--- src/rtl/univ_shift_reg_pkg.sv ---
// Shared definitions for the universal shift register: operation encodings,
// burst controller state encoding and a shift-class helper.
package univ_shift_reg_pkg;

   typedef enum logic [2:0] {
      MODE_HOLD = 3'd0,
      MODE_LOAD = 3'd1,
      MODE_SHR  = 3'd2,
      MODE_SHL  = 3'd3,
      MODE_ROR  = 3'd4,
      MODE_ROL  = 3'd5,
      MODE_CLR  = 3'd6,
      MODE_RSVD = 3'd7
   } mode_e;

   typedef enum logic [1:0] {
      ST_IDLE = 2'd0,
      ST_RUN  = 2'd1,
      ST_FIN  = 2'd2
   } state_e;

   // Only shifts and rotates may be repeated as a counted burst.
   function automatic logic is_shift_mode(input logic [2:0] m);
      return (m == MODE_SHR) || (m == MODE_SHL) || (m == MODE_ROR) || (m == MODE_ROL);
   endfunction

endpackage

--- src/rtl/shift_burst_ctrl.sv ---
// Burst sequencer: accepts a counted shift request, steps a down-counter on
// every enabled edge while RUN, and pulses done from the FIN state.
module shift_burst_ctrl
   import univ_shift_reg_pkg::*;
#(
   parameter int WIDTH = 4,
   parameter int CW    = $clog2(WIDTH + 1)
) (
   input  logic          clk,
   input  logic          rst_n,
   input  logic          en,
   input  logic [2:0]    mode,
   input  logic          start,
   input  logic [CW-1:0] count,
   output logic          busy,
   output logic          done,
   output logic          shift_en,
   output logic          accept,
   output logic [2:0]    op,
   output state_e        state_o
);

   localparam logic [CW-1:0] MAX_CNT = CW'(WIDTH);

   state_e        state_q, state_d;
   logic [CW-1:0] cnt_q, cnt_d;
   logic [2:0]    op_q, op_d;
   logic [CW-1:0] sat_cnt;

   assign sat_cnt = (count > MAX_CNT) ? MAX_CNT : count;

   always_comb begin
      state_d  = state_q;
      cnt_d    = cnt_q;
      op_d     = op_q;
      shift_en = 1'b0;
      accept   = 1'b0;
      case (state_q)
         ST_IDLE: begin
            if (en && start && is_shift_mode(mode)) begin
               accept  = 1'b1;
               op_d    = mode;
               cnt_d   = sat_cnt;
               state_d = (sat_cnt == '0) ? ST_FIN : ST_RUN;
            end
         end
         ST_RUN: begin
            if (en) begin
               shift_en = 1'b1;
               cnt_d    = cnt_q - CW'(1);
               if (cnt_q == CW'(1)) state_d = ST_FIN;
            end
         end
         ST_FIN: begin
            if (en) state_d = ST_IDLE;
         end
         default: state_d = ST_IDLE;
      endcase
   end

   always_ff @(posedge clk or negedge rst_n) begin
      if (!rst_n) begin
         state_q <= ST_IDLE;
         cnt_q   <= '0;
         op_q    <= MODE_HOLD;
      end else begin
         state_q <= state_d;
         cnt_q   <= cnt_d;
         op_q    <= op_d;
      end
   end

   assign busy    = (state_q == ST_RUN);
   assign done    = (state_q == ST_FIN);
   assign op      = op_q;
   assign state_o = state_q;

endmodule

--- src/rtl/univ_shift_reg.sv ---
// Universal shift register: direct load/shift/rotate/clear ops from IDLE, or a
// counted burst of one shift op sequenced by shift_burst_ctrl.
module univ_shift_reg
   import univ_shift_reg_pkg::*;
#(
   parameter int WIDTH = 4,
   parameter int CW    = $clog2(WIDTH + 1)
) (
   input  logic             clk,
   input  logic             rst_n,
   input  logic             en,
   input  logic [2:0]       mode,
   input  logic [WIDTH-1:0] din,
   input  logic             sin_r,
   input  logic             sin_l,
   input  logic             start,
   input  logic [CW-1:0]    count,
   output logic [WIDTH-1:0] q,
   output logic             sout_r,
   output logic             sout_l,
   output logic             busy,
   output logic             done
);

   logic [WIDTH-1:0] data_q, data_d;
   logic             shift_en, accept, direct_en;
   logic [2:0]       op;
   state_e           ctrl_state;

   shift_burst_ctrl #(.WIDTH(WIDTH), .CW(CW)) u_ctrl (
      .clk      (clk),
      .rst_n    (rst_n),
      .en       (en),
      .mode     (mode),
      .start    (start),
      .count    (count),
      .busy     (busy),
      .done     (done),
      .shift_en (shift_en),
      .accept   (accept),
      .op       (op),
      .state_o  (ctrl_state)
   );

   function automatic logic [WIDTH-1:0] apply_op(input logic [2:0]       m,
                                                 input logic [WIDTH-1:0] v,
                                                 input logic [WIDTH-1:0] ld,
                                                 input logic             sr,
                                                 input logic             sl);
      case (m)
         MODE_LOAD: return ld;
         MODE_SHR:  return {sr, v[WIDTH-1:1]};
         MODE_SHL:  return {v[WIDTH-2:0], sl};
         MODE_ROR:  return {v[0], v[WIDTH-1:1]};
         MODE_ROL:  return {v[WIDTH-2:0], v[WIDTH-1]};
         MODE_CLR:  return '0;
         default:   return v;
      endcase
   endfunction

   // An accepted start holds q for that edge, so it pre-empts the direct op.
   assign direct_en = en && (ctrl_state == ST_IDLE) && !accept;

   always_comb begin
      data_d = data_q;
      if (shift_en)
         data_d = apply_op(op, data_q, din, sin_r, sin_l);
      else if (direct_en)
         data_d = apply_op(mode, data_q, din, sin_r, sin_l);
   end

   always_ff @(posedge clk or negedge rst_n) begin
      if (!rst_n) data_q <= '0;
      else        data_q <= data_d;
   end

   assign q      = data_q;
   assign sout_r = data_q[0];
   assign sout_l = data_q[WIDTH-1];

endmodule

--- config.mk ---
export PLATFORM = sky130hd
export DESIGN_NAME = univ_shift_reg
export DESIGN_NICKNAME = d
export VERILOG_FILES = /design/src/rtl/univ_shift_reg_pkg.sv /design/src/rtl/shift_burst_ctrl.sv /design/src/rtl/univ_shift_reg.sv
export SDC_FILE = /design/constraint.sdc
export NUM_CORES = 1
export LEC_CHECK = 0
export ABC_CLOCK_PERIOD_IN_PS = 4100
export BUFFER_PORTS_ARGS = -buffer_cell sky130_fd_sc_hd__buf_2
export CAP_MARGIN = 20
export CELL_PAD_IN_SITES_DETAIL_PLACEMENT = 1
export CELL_PAD_IN_SITES_GLOBAL_PLACEMENT = 2
export CORE_MARGIN = 2
export CORE_UTILIZATION = 34
export DETAILED_ROUTE_END_ITERATION = 6
export GPL_TIMING_DRIVEN = 0
export PLACE_DENSITY_LB_ADDON = 0.1
export SYNTH_ARGS = -nofsm -noshare
export SYNTH_HDL_FRONTEND = slang
export SYNTH_SLANG_ARGS = --single-unit
--- constraint.sdc ---
create_clock -name clk -period 4.1 [get_ports clk]
set_input_delay 0.205 -clock clk [delete_from_list [all_inputs] [get_ports clk]]
set_output_delay 0.205 -clock clk [all_outputs]
set_load 0.05 [all_outputs]
==> summary.md <==
For the worst supply voltage drop on vdd, the log shows 0.000279 V. The number of buffers inserted to repair setup after CTS was 0; the total global-route track usage was 18.6%. Pin placement for this block handled 24 I/O pins. The tools report the maximum number of pins on one net before global-route repair as 13. Of the synthesized area, sequential elements account for 27.9%. Clock edge transition at the registers on the reported setup and hold paths: 80 ps.

After layout, the minimum clock period comes to 1800 ps. The fraction of the cycle the final worst path needs is 44.0%. For the number of levels in the clock H-tree, the log shows 1. The DRC violation total after the first TritonRoute iteration was 37. The clock reaches the later pin of the worst-skew pair after 270 ps. At the end of the flow, the number of nets in the layout was 165. The terminating pin of the worst hold path is u_ctrl.cnt_q[2].

Dividing the detail-routed wire length by the instance count gives 15.2 µm. The final route contains 1050 vias. The number of flops mapped to enable cells by yosys came out at 0.

The floorplan step defined a die boundary enclosing 3630 µm². Counting every net in the synthesized netlist gives 138. Synthesis produced a netlist whose cell count is 120. The detail route stage leaves a number of antenna-violating nets equal to 0. The post-route clock skew was 0.859 ps; the logic depth of the worst register-to-register path was 4. At the end of the flow the core is filled with cells to 42.4%. The run gives 1058 as the number of global-route vias before repair. After layout, the worst setup slack is 2300 ps. The number of failing setup endpoints in the final timing report is 0. The total of buffers placed on input and output ports was 21. The total detailed-routing wirelength was 2.90 mm; the worst-case register-to-register setup slack was 2300 ps. For this run, design rule violations remaining after detail routing come to 0. Starting density of the core: 35.6%.

The cell taking the most area after synthesis is dfrtp_1. In this run the worst path has a maximum fanout of 9. Yosys printed 0 warnings. The max-capacitance violation count is 0. Buffers inserted during clock tree synthesis total 3. Counting instances in the post-synthesis netlist gives the leading cell types as dfrtp_1, nor2_1.

The sum of internal, switching and leakage power was 900 µW; the layout-stage area growth over the synthesis result was 19.2%. The run gives 190 as the final standard cell count with taps included and fillers excluded. Before CTS, the worst setup slack after placement is 2320 ps. The tools report the clock root buffer as clkbuf_4. In this run the most critical hold path is launched from count[2]. By area the synthesized netlist is led by dfrtp_1, mux2i_1, mux2_2. In the final timing run, aggregate negative setup slack is 0 ps.

The origin of the critical flop-to-flop path is u_ctrl.state_o[1]. The estimated wirelength of the detail-placed design was 2.31 mm; the area share of the largest cell type after synthesis was 27.9%. Deepest clock path buffer count: 2. The flow ran to the end, and the final reports show no timing, DRC or antenna violations. Routability-driven placement finished with a final weighted congestion of 0.777. Along the worst hold path, the cell count comes to 2. Path type of the worst min-delay path: in2reg. The die is 60.3 µm wide. Counting flops with an async set or reset pin after synthesis yields a share of 100%. Setup repair after global routing left no endpoint under its margin. TritonCTS built the clock tree. In the synthesized netlist the dominant register cell turns out to be dfrtp_1.

The areal power density over the cells was 701 nW/µm². The floorplan has 20 rows. For the worst setup path, the data required time is 4250 ps. The register bit count reported by yosys is 12. The synthesized netlist contains 44 unique library cells.

The destination of the worst register-to-register timing path is q[1]. The number of antenna cells inserted was 0. For the arrival time reported for the critical path endpoint, the log shows 1960 ps. The leakage power was 0.604 nW; the clock sink count was 12. The highest achievable clock rate is 555 MHz. STA classifies the critical path endpoint as a register.

The worst setup path is of the reg2reg kind. The final number of max-transition violations was 0. The initial antenna violation count was 0; the number of hold violations in the final report was 0.

The first-pass iteration count of the detailed router is 4, and the pin slew with the least headroom to its limit is 772 ps. The relative slew slack is 48.1%, and the vertical die dimension is 60.3 µm. The tools report the cell count after placement as 185. In this run the mean area of a mapped cell was 8.98 µm². The mapped netlist covers 1080 µm².

Ratio of routed vias to standard cells: 5.53. The run gives 3030 µm² as the placeable core region. The post-route netlist has 33.6% of its cells at a drive strength greater than 1. Yosys instantiated no cell more often than dfrtp_1. The first global-routing pass estimated 4.98 mm of wire. The critical path startpoint category was a register.

The global route total overflow is 0.
registers in the layout, summed over array words and instances, names as in the netlist:
| signal | flops |
|---|---|
| q | 4 |
| u_ctrl.cnt_q | 3 |
| u_ctrl.op | 3 |
| u_ctrl.state_o | 2 |
metrics by stage:
step,area [µm²],hold WS (ps)
after detailed placement,1240,105
after global placement,1240,104
after CTS,1280,245
after floorplan,1080,-90.6
after global routing,1280,262
final,1280,251
layout make-up:
class / instances / area, µm²
Fill cell: 377 / 1740
Multi-Input combinational cell: 93 / 697
Sequential cell: 12 / 300
Timing Repair Buffer: 22 / 115
Buffer: 9 / 57.6
Tap cell: 44 / 55.1
Clock buffer: 4 / 36.3
Inverter: 6 / 22.5
critical path: stages, from the launching register on:
cell and delay (ps):
dfrtp_1 460, nand3b_4 260, or3_4 450, and2_4 170, o31a_2 350
logic make-up (layout without fill, tap and decap cells):
kind of cell               Yosys count  in the layout  synth area share (%)
xor gates and xnor gates             2              2                  1.63
muxes                                9              9                  8.83
and+or+nand+nor                     45             45                  26.7
buffers and inverters               15             41                  7.43
DFF                                 12             12                  27.9
AOI/OAI and AO/OA                   35             35                  25.2
adders and majority gates            2              2                  2.32
power by group:
part | internal, mW | switching (mW)
clock network | 0.0539 | 0.0409
registers | 0.173 | 0.0650
logic | 0.226 | 0.340
placed cells by master, fill, tap and decap left out, drive strengths merged, types with 5 or more instances in the layout:
master and instances:
dfrtp 12, nand2 6, buf 30, inv 6, a21oi 6, nor3b 6, mux2i 5, nor2 8
nand3 5, o21ai 6, nand3b 6
what timing repair did:
action | CTS | global route
hold buffers | 1 | 0
endpoints found under the hold margin | 12 | 0
resized for setup | 0 | 0
layer usage:
layer	GRT usage (%)	wire length, µm
met3	1.95	93
met5	0	0
met1	24.9	1420
met4	7.30	36
met2	30.4	1350
how the worst max path moves through the flow:
stage / startpoint / end / slack (ps)
after floorplan: u_ctrl.op[1] / q[1] / 2440
after global placement: u_ctrl.state_o[1] / q[1] / 2330
after detailed placement: u_ctrl.state_o[1] / q[1] / 2320
after CTS: u_ctrl.state_o[1] / q[1] / 2310
after global routing: u_ctrl.state_o[0] / u_ctrl.cnt_q[1] / 2240
final: u_ctrl.state_o[1] / q[1] / 2300
No activity file was read; power rests on OpenSTA's default activity.
